`config.mk`:
```
export PLATFORM = sky130hd
export DESIGN_NAME = morse_decoder
export DESIGN_NICKNAME = d
export VERILOG_FILES = /design/src/rtl/morse_decoder.sv
export SDC_FILE = /design/constraint.sdc
export NUM_CORES = 1
export LEC_CHECK = 0
export BUFFER_PORTS_ARGS = -buffer_cell sky130_fd_sc_hd__buf_2
export CAP_MARGIN = 20
export CORE_ASPECT_RATIO = 1.25
export CORE_UTILIZATION = 55
export DETAILED_ROUTE_END_ITERATION = 8
export GPL_ROUTABILITY_DRIVEN = 0
export PLACE_DENSITY = 0.78
export SYNTH_ARGS = -nofsm -noshare
export SYNTH_HDL_FRONTEND = slang
export SYNTH_SLANG_ARGS = --single-unit
```
`constraint.sdc`:
```
create_clock -name clock -period 4.5 [get_ports clock]
set_clock_uncertainty 0.15 [all_clocks]
set_input_delay 0.675 -clock clock [delete_from_list [all_inputs] [get_ports clock]]
set_output_delay 0.675 -clock clock [all_outputs]
set_load 0.01 [all_outputs]
```
`src/rtl/morse_decoder.sv`:
```
// Serial Morse decoder for the S..Z letter set: classifies mark/space runs
// sampled on sym_tick into dots and dashes and reports a 3-bit letter code.
module morse_decoder #(
    parameter int MAX_ELEMS = 4
) (
    input  logic       clock,
    input  logic       reset_n,
    input  logic       sym_tick,
    input  logic       morse_in,
    output logic [2:0] letter,
    output logic       letter_valid,
    output logic       error,
    output logic       busy,
    output logic [2:0] elem_count
);

    localparam int         ELEM_W   = (MAX_ELEMS > 4) ? MAX_ELEMS : 4;
    localparam logic [2:0] ELEM_MAX = 3'(MAX_ELEMS);

    typedef enum logic [1:0] {
        IDLE    = 2'd0,
        MARK    = 2'd1,
        SPACE   = 2'd2,
        RECOVER = 2'd3
    } state_t;

    state_t            r_state;
    logic [2:0]        r_mark_cnt;
    logic [1:0]        r_space_cnt;
    logic [1:0]        r_zero_cnt;
    logic [ELEM_W-1:0] r_elems;
    logic [2:0]        r_elem_count;
    logic [2:0]        r_letter;
    logic              r_letter_valid;
    logic              r_error;
    logic              r_busy;
    logic              w_match;
    logic [2:0]        w_code;

    // Element bit i is the i-th element received, 1 = dash. Result is {match, code}.
    function automatic logic [3:0] decode_elems(input logic [2:0] count, input logic [3:0] elems);
        logic [3:0] res;
        res = 4'b0000;
        case (count)
            3'd1: begin
                if (elems[0]) begin
                    res = 4'b1001;
                end else begin
                    res = 4'b0000;
                end
            end
            3'd3: begin
                case (elems[2:0])
                    3'b000:  res = 4'b1000;
                    3'b100:  res = 4'b1010;
                    3'b110:  res = 4'b1100;
                    default: res = 4'b0000;
                endcase
            end
            3'd4: begin
                case (elems)
                    4'b1000: res = 4'b1011;
                    4'b1001: res = 4'b1101;
                    4'b1101: res = 4'b1110;
                    4'b0011: res = 4'b1111;
                    default: res = 4'b0000;
                endcase
            end
            default: res = 4'b0000;
        endcase
        return res;
    endfunction

    // Combinational lookup of the element store, consumed at end of character.
    always_comb begin
        w_match = 1'b0;
        w_code  = 3'b000;
        {w_match, w_code} = decode_elems(r_elem_count, r_elems[3:0]);
    end

    // Receiver FSM; state and pulses only move on sym_tick, pulses self-clear each clock.
    always_ff @(posedge clock or negedge reset_n) begin
        if (!reset_n) begin
            r_state        <= IDLE;
            r_mark_cnt     <= 3'd0;
            r_space_cnt    <= 2'd0;
            r_zero_cnt     <= 2'd0;
            r_elems        <= '0;
            r_elem_count   <= 3'd0;
            r_letter       <= 3'b000;
            r_letter_valid <= 1'b0;
            r_error        <= 1'b0;
            r_busy         <= 1'b0;
        end else begin
            r_letter_valid <= 1'b0;
            r_error        <= 1'b0;
            if (sym_tick) begin
                case (r_state)
                    IDLE: begin
                        if (morse_in) begin
                            r_state    <= MARK;
                            r_mark_cnt <= 3'd1;
                            r_busy     <= 1'b1;
                        end
                    end
                    MARK: begin
                        if (morse_in) begin
                            if (r_mark_cnt == 3'd3) begin
                                r_error      <= 1'b1;
                                r_state      <= RECOVER;
                                r_zero_cnt   <= 2'd0;
                                r_mark_cnt   <= 3'd0;
                                r_space_cnt  <= 2'd0;
                                r_elems      <= '0;
                                r_elem_count <= 3'd0;
                            end else begin
                                r_mark_cnt <= r_mark_cnt + 3'd1;
                            end
                        end else if ((r_mark_cnt == 3'd2) || (r_elem_count == ELEM_MAX)) begin
                            // The deciding zero already counts toward recovery.
                            r_error      <= 1'b1;
                            r_state      <= RECOVER;
                            r_zero_cnt   <= 2'd1;
                            r_mark_cnt   <= 3'd0;
                            r_space_cnt  <= 2'd0;
                            r_elems      <= '0;
                            r_elem_count <= 3'd0;
                        end else begin
                            for (int i = 0; i < ELEM_W; i++) begin
                                if (r_elem_count == 3'(i)) begin
                                    r_elems[i] <= (r_mark_cnt == 3'd3);
                                end
                            end
                            r_elem_count <= r_elem_count + 3'd1;
                            r_mark_cnt   <= 3'd0;
                            r_space_cnt  <= 2'd1;
                            r_state      <= SPACE;
                        end
                    end
                    SPACE: begin
                        if (morse_in) begin
                            if (r_space_cnt == 2'd1) begin
                                r_state     <= MARK;
                                r_mark_cnt  <= 3'd1;
                                r_space_cnt <= 2'd0;
                            end else begin
                                r_error      <= 1'b1;
                                r_state      <= RECOVER;
                                r_zero_cnt   <= 2'd0;
                                r_mark_cnt   <= 3'd0;
                                r_space_cnt  <= 2'd0;
                                r_elems      <= '0;
                                r_elem_count <= 3'd0;
                            end
                        end else if (r_space_cnt == 2'd2) begin
                            if (w_match) begin
                                r_letter       <= w_code;
                                r_letter_valid <= 1'b1;
                            end else begin
                                r_error <= 1'b1;
                            end
                            r_state      <= IDLE;
                            r_busy       <= 1'b0;
                            r_space_cnt  <= 2'd0;
                            r_elems      <= '0;
                            r_elem_count <= 3'd0;
                        end else begin
                            r_space_cnt <= r_space_cnt + 2'd1;
                        end
                    end
                    RECOVER: begin
                        if (morse_in) begin
                            r_zero_cnt <= 2'd0;
                        end else if (r_zero_cnt == 2'd2) begin
                            r_zero_cnt <= 2'd0;
                            r_state    <= IDLE;
                            r_busy     <= 1'b0;
                        end else begin
                            r_zero_cnt <= r_zero_cnt + 2'd1;
                        end
                    end
                    default: begin
                        r_state      <= IDLE;
                        r_busy       <= 1'b0;
                        r_mark_cnt   <= 3'd0;
                        r_space_cnt  <= 2'd0;
                        r_zero_cnt   <= 2'd0;
                        r_elems      <= '0;
                        r_elem_count <= 3'd0;
                    end
                endcase
            end
        end
    end

    assign letter       = r_letter;
    assign letter_valid = r_letter_valid;
    assign error        = r_error;
    assign busy         = r_busy;
    assign elem_count   = r_elem_count;

endmodule

```
# After elaboration in Yosys (flattened, before gate mapping)

Index checks and enable logic that the tools add are counted.

Muxes and demuxes: 71
Add/subtract/negate cells: 4
Bitwise logic cells: 1
Reductions and logical operators: 19
Equality and inequality tests: 33

Operators by type and width:

| kind                                                                   | count |
|---|---|
| 2-bit two-way mux                                                      | 18 |
| 6-bit AND reduction                                                    | 6 |
| 3-bit two-way mux                                                      | 10 |
| 4-bit two-way mux                                                      | 7 |
| 1-bit two-way mux                                                      | 25 |
| 4-bit one-hot mux with 3 select lines                                  | 2 |
| 4-bit inequality test (second input constant)                          | 4 |
| 4-bit one-hot mux with 4 select lines                                  | 1 |
| 2-bit inequality test (second input constant)                          | 7 |
| 3-bit by 2-bit equality test with 1-bit output (second input constant) | 4 |
| 4-bit equality test (second input constant)                            | 3 |
| 3-bit inequality test (second input constant)                          | 4 |
| 5-bit AND reduction                                                    | 2 |
| 3-bit equality test (second input constant)                            | 3 |
| 3-bit one-hot mux with 3 select lines                                  | 1 |
| 3-bit nonzero test                                                     | 3 |
| 2-bit equality test (second input constant)                            | 4 |
| 2-bit one-hot mux with 4 select lines                                  | 1 |
| 4-bit one-hot mux with 2 select lines                                  | 1 |
| 7-bit AND reduction                                                    | 1 |
| 3-bit by 1-bit adder with 3-bit output (second input constant)         | 2 |
| 3-bit zero test                                                        | 2 |
| 2-bit one-hot mux with 3 select lines                                  | 1 |
| 3-bit one-hot mux with 2 select lines                                  | 1 |
| 13 further kinds                                                       | 15 |

Word-level logic and storage cells: 141
Register bits after elaboration: 22
Bits of input ports: 4

# Depth between registers and ports, before layout

Depth after elaboration: 8
Depth in mapped cells: 8
Depth with buffers taken out: 7

# Least setup slack after synthesis

No wires, ideal clock.

Path type: input -> register
From: input morse_in
To: register r_elems[0]
Setup time: 0.128 ns
Cell stages on the path: 7
Arrival time: 1.911 ns
Data required time: 4.222 ns
Setup slack: 2.312 ns
Cells stage by stage: buf_6 -> inv_2 -> maj3_2 -> a21o_1 -> buf_6 -> a41oi_2 -> mux2_1

Longest elaborated chain between the ends: 2
Elaborated cells on any way between the ends: 8
Those cells by class: eq/ne (4); mux (3); reduce/logical (1)

Ends and longest elaborated chain:

| element                                                                                              | RTL line | source |
|---|---|---|
| start, declared                                                                                      | 9        | `input logic morse_in,` |
| 4-bit inequality test (no source line) (tied with other cells)                                       | -        |  |
| 6-bit AND reduction (no source line) / 4-bit one-hot mux with 2 select lines (equally long branches) | -        |  |
| end signal, assigned by index                                                                        | 131      | `r_elems[i] <= (r_mark_cnt == 3'd3);` |
| end, declared                                                                                        | 31       | `logic [ELEM_W-1:0] r_elems;` |

Several ways; a longest one is shown, not always the timed one.
A chain may end at the register's enable or synchronous reset.

# Worst setup path after layout

From: register r_state[0]
To: register r_letter[2] (netlist: letter[2])

Longest elaborated chain between the ends: 2

Ends and longest elaborated chain:

| element                              | RTL line | source |
|---|---|---|
| start, declared                      | 27       | `state_t r_state;` |
| start signal, assigned               | 84       | `r_state <= IDLE;` |
| start signal, assigned               | 101      | `r_state <= MARK;` |
| start signal, assigned               | 110      | `r_state <= RECOVER;` |
| 2-bit equality test                  | 98       | `case (r_state)` |
| 5-bit AND reduction (no source line) | -        |  |
| end signal, assigned                 | 157      | `r_letter <= w_code;` |
| end, declared                        | 33       | `logic [2:0] r_letter;` |

Every way passes these cells.

==> results.json <==
{
  "maxSlewHeadroom_pct": 63.23,
  "fin_nets": 183,
  "drcViolationCount": 0,
  "cts_root_buf": "clkbuf_4",
  "multi_input_area_um2": 849.6,
  "antenna_found_initial": 0,
  "rows": 20,
  "dp_hpwl_um": 2323,
  "avgRoutedWirePerCell_um": 14.66,
  "die-area_um2": 2914,
  "cp_max_fo": 11,
  "htree_levels": 1,
  "met1_usage_pct": 26.35,
  "synth_cell_types": 44,
  "die_y_um": 60.10,
  "ys_ff_latch": 22,
  "maxClockFrequency_mhz": 439.3,
  "synth_commonest_cells": "dfrtp_1, nand2_1, inv_1",
  "dr.pass1.iters": 6,
  "utilization_pct": 64.20,
  "overflow": 0,
  "grt_pass1_wl_um": 4809,
  "async_reset_ff_share_pct": 100.0,
  "synth.cell_area_um2": 1485,
  "fin_crit_sh_pct": 50.59,
  "crit_type": "flop to flop",
  "grt_use_met3_pct": 2.290,
  "maxCapViolCount": 0,
  "grt_pass1_vias": 1065,
  "boundaryPins": 13,
  "register_area_um2": 550.5,
  "slew_violations": 0,
  "core_um2": 2502,
  "instances_no_fill": 199,
  "drive_above_1_share_pct": 18.67,
  "leakage_nw": 0.7399,
  "fin_area_um2": 1607,
  "fill_cells": 213,
  "hold_class": "input port to async pin",
  "status": "finished, final reports clean",
  "io_buffers": 12,
  "whs_ps": 151.7,
  "synthToLayoutAreaGrowth_pct": 8.172,
  "drtIter0Drc": 25,
  "pre_cts_slack_ps": 2126,
  "ir_drop_v": 0.0003539,
  "syn_area_per_cell_um2": 9.644,
  "met2_usage_pct": 40.44,
  "ys.flop_type": "dfrtp_1",
  "grt.busiest_layer": "met2",
  "ctsHoldBuffers": 0,
  "rsz0062_at_grt": "false",
  "synth_most_common_cell": "dfrtp_1",
  "crit_required_ps": 4560,
  "min_period_ps": 2277,
  "die_w_um": 48.48,
  "gr-usage-all-layers_pct": 21.41,
  "synth_edf_count": 0,
  "cts_resized": 0,
  "cts_made_buffers": 3,
  "grt_max_degree": 23,
  "arrival_ps": 2340,
  "placed_cells": 195,
  "ys_seq_area_share_pct": 37.07,
  "worstSkewPairLatency_ps": 310,
  "synth_cells": 154,
  "place_area_um2": 1554,
  "diodes": 0,
  "netlist_top_cells_area": "dfrtp_1, ha_1, mux2_2",
  "tritoncts": "done",
  "yosysWarnings": 0,
  "setup_violations": 0,
  "synth_top_cell_by_area": "dfrtp_1",
  "ctsLongestPathBuffers": 2,
  "p_per_area_nw_per_um2": 547.8,
  "vias": 1160,
  "setup_tns_ps": 0,
  "finalPower_mw": 0.8800,
  "finalHoldViolCount": 0,
  "drt_wl_total_um": 2917,
  "initial_core_util_pct": 59.35,
  "clk_pin_slew_ps": 130,
  "synth_fp_nets": 170,
  "cts.sinks": 22,
  "ant_nets": 0,
  "crit_path_end_kind": "flop",
  "crit_path_start_kind": "flop",
  "synth.top_cell.area_share_pct": 37.07,
  "setup_slack_ps": 2223,
  "viasPerCell": 5.829,
  "tightest_slew_ps": 545.8,
  "post_cts_buffers": 0
}
-- area by class of cell --
cell class | count | area share (%)
clock buffers | 3 | 1.402
flip-flops and latches | 22 | 34.27
repair buffers | 12 | 3.738
clock inverters | 1 | 1.869
inverters | 14 | 3.271
multi-input cells | 114 | 52.88
well taps | 33 | 2.570
-- state kept, by name (all words and copies together) (netlist names) --
| register | count |
|---|---|
| r_space_cnt | 2 |
| busy | 1 |
| r_zero_cnt | 2 |
| elem_count | 3 |
| r_mark_cnt | 3 |
| r_state | 2 |
| r_elems | 4 |
| letter | 3 |
| letter_valid | 1 |
| error | 1 |
-- critical path: stages (launching register included) --
cell and delay (ps):
dfrtp_1 470, inv_1 110, ha_1 430, nand2b_1 230, nor2_1 160, and3_1 260, mux2_2 360
-- kinds of logic (layout without fill, tap and decap cells) --
kind of cell / after synthesis / after routing / synth area share, %
AND/OR/NAND/NOR: 52 / 52 / 19.29
AO/OA/AOI/OAI: 40 / 40 / 20.39
flip-flops: 22 / 22 / 37.07
buffers and inverters: 18 / 30 / 5.729
adder cells (fa/ha/maj): 13 / 13 / 10.87
multiplexers: 9 / 9 / 6.655
-- report_power, final --
group / internal, mW / leakage [nW] / switching (mW)
Sequential: 0.246 / 0.288 / 0.0536
Clock: 0.0900 / 0.0279 / 0.0629
Combinational: 0.174 / 0.424 / 0.254
Total: 0.509 / 0.740 / 0.371
-- placed cells by master (no fill, tap or decap), drive strengths merged, types with 3 or more instances in the layout --
cell type   n
o41ai       3
nor2b       4
a21oi       7
and3        3
nand2      15
nand2b      6
dfrtp      22
o21ai      10
inv        14
o31ai       3
mux2        7
clkbuf      3
ha         12
nand3       4
buf        12
o211ai      3
nor2       10
-- per-layer routing --
metal,routed length (um),part of all wire (%)
met4,17,0.58
met2,1543,53
met1,1292,44
met5,0,0
met3,63,2.2
-- path summary, 6_finish.rpt --
kind	startpoint	to	slack, ps	cells past startpoint
setup reg to reg	r_state[0]$_DFFE_PN0P_	letter[2]$_DFFE_PN0P_	2220	6
min in group clock	busy$_DFFE_PN0P_	busy$_DFFE_PN0P_	370	2
hold / removal	reset_n	r_state[1]$_DFFE_PN0P_	150	1
max in group asynchronous	reset_n	elem_count[1]$_DFFE_PN0P_	3710	1
setup / recovery	r_state[0]$_DFFE_PN0P_	letter[2]$_DFFE_PN0P_	2220	6
hold reg to reg	busy$_DFFE_PN0P_	busy$_DFFE_PN0P_	370	2
Note: power is estimated with default switching activity, not from simulation.
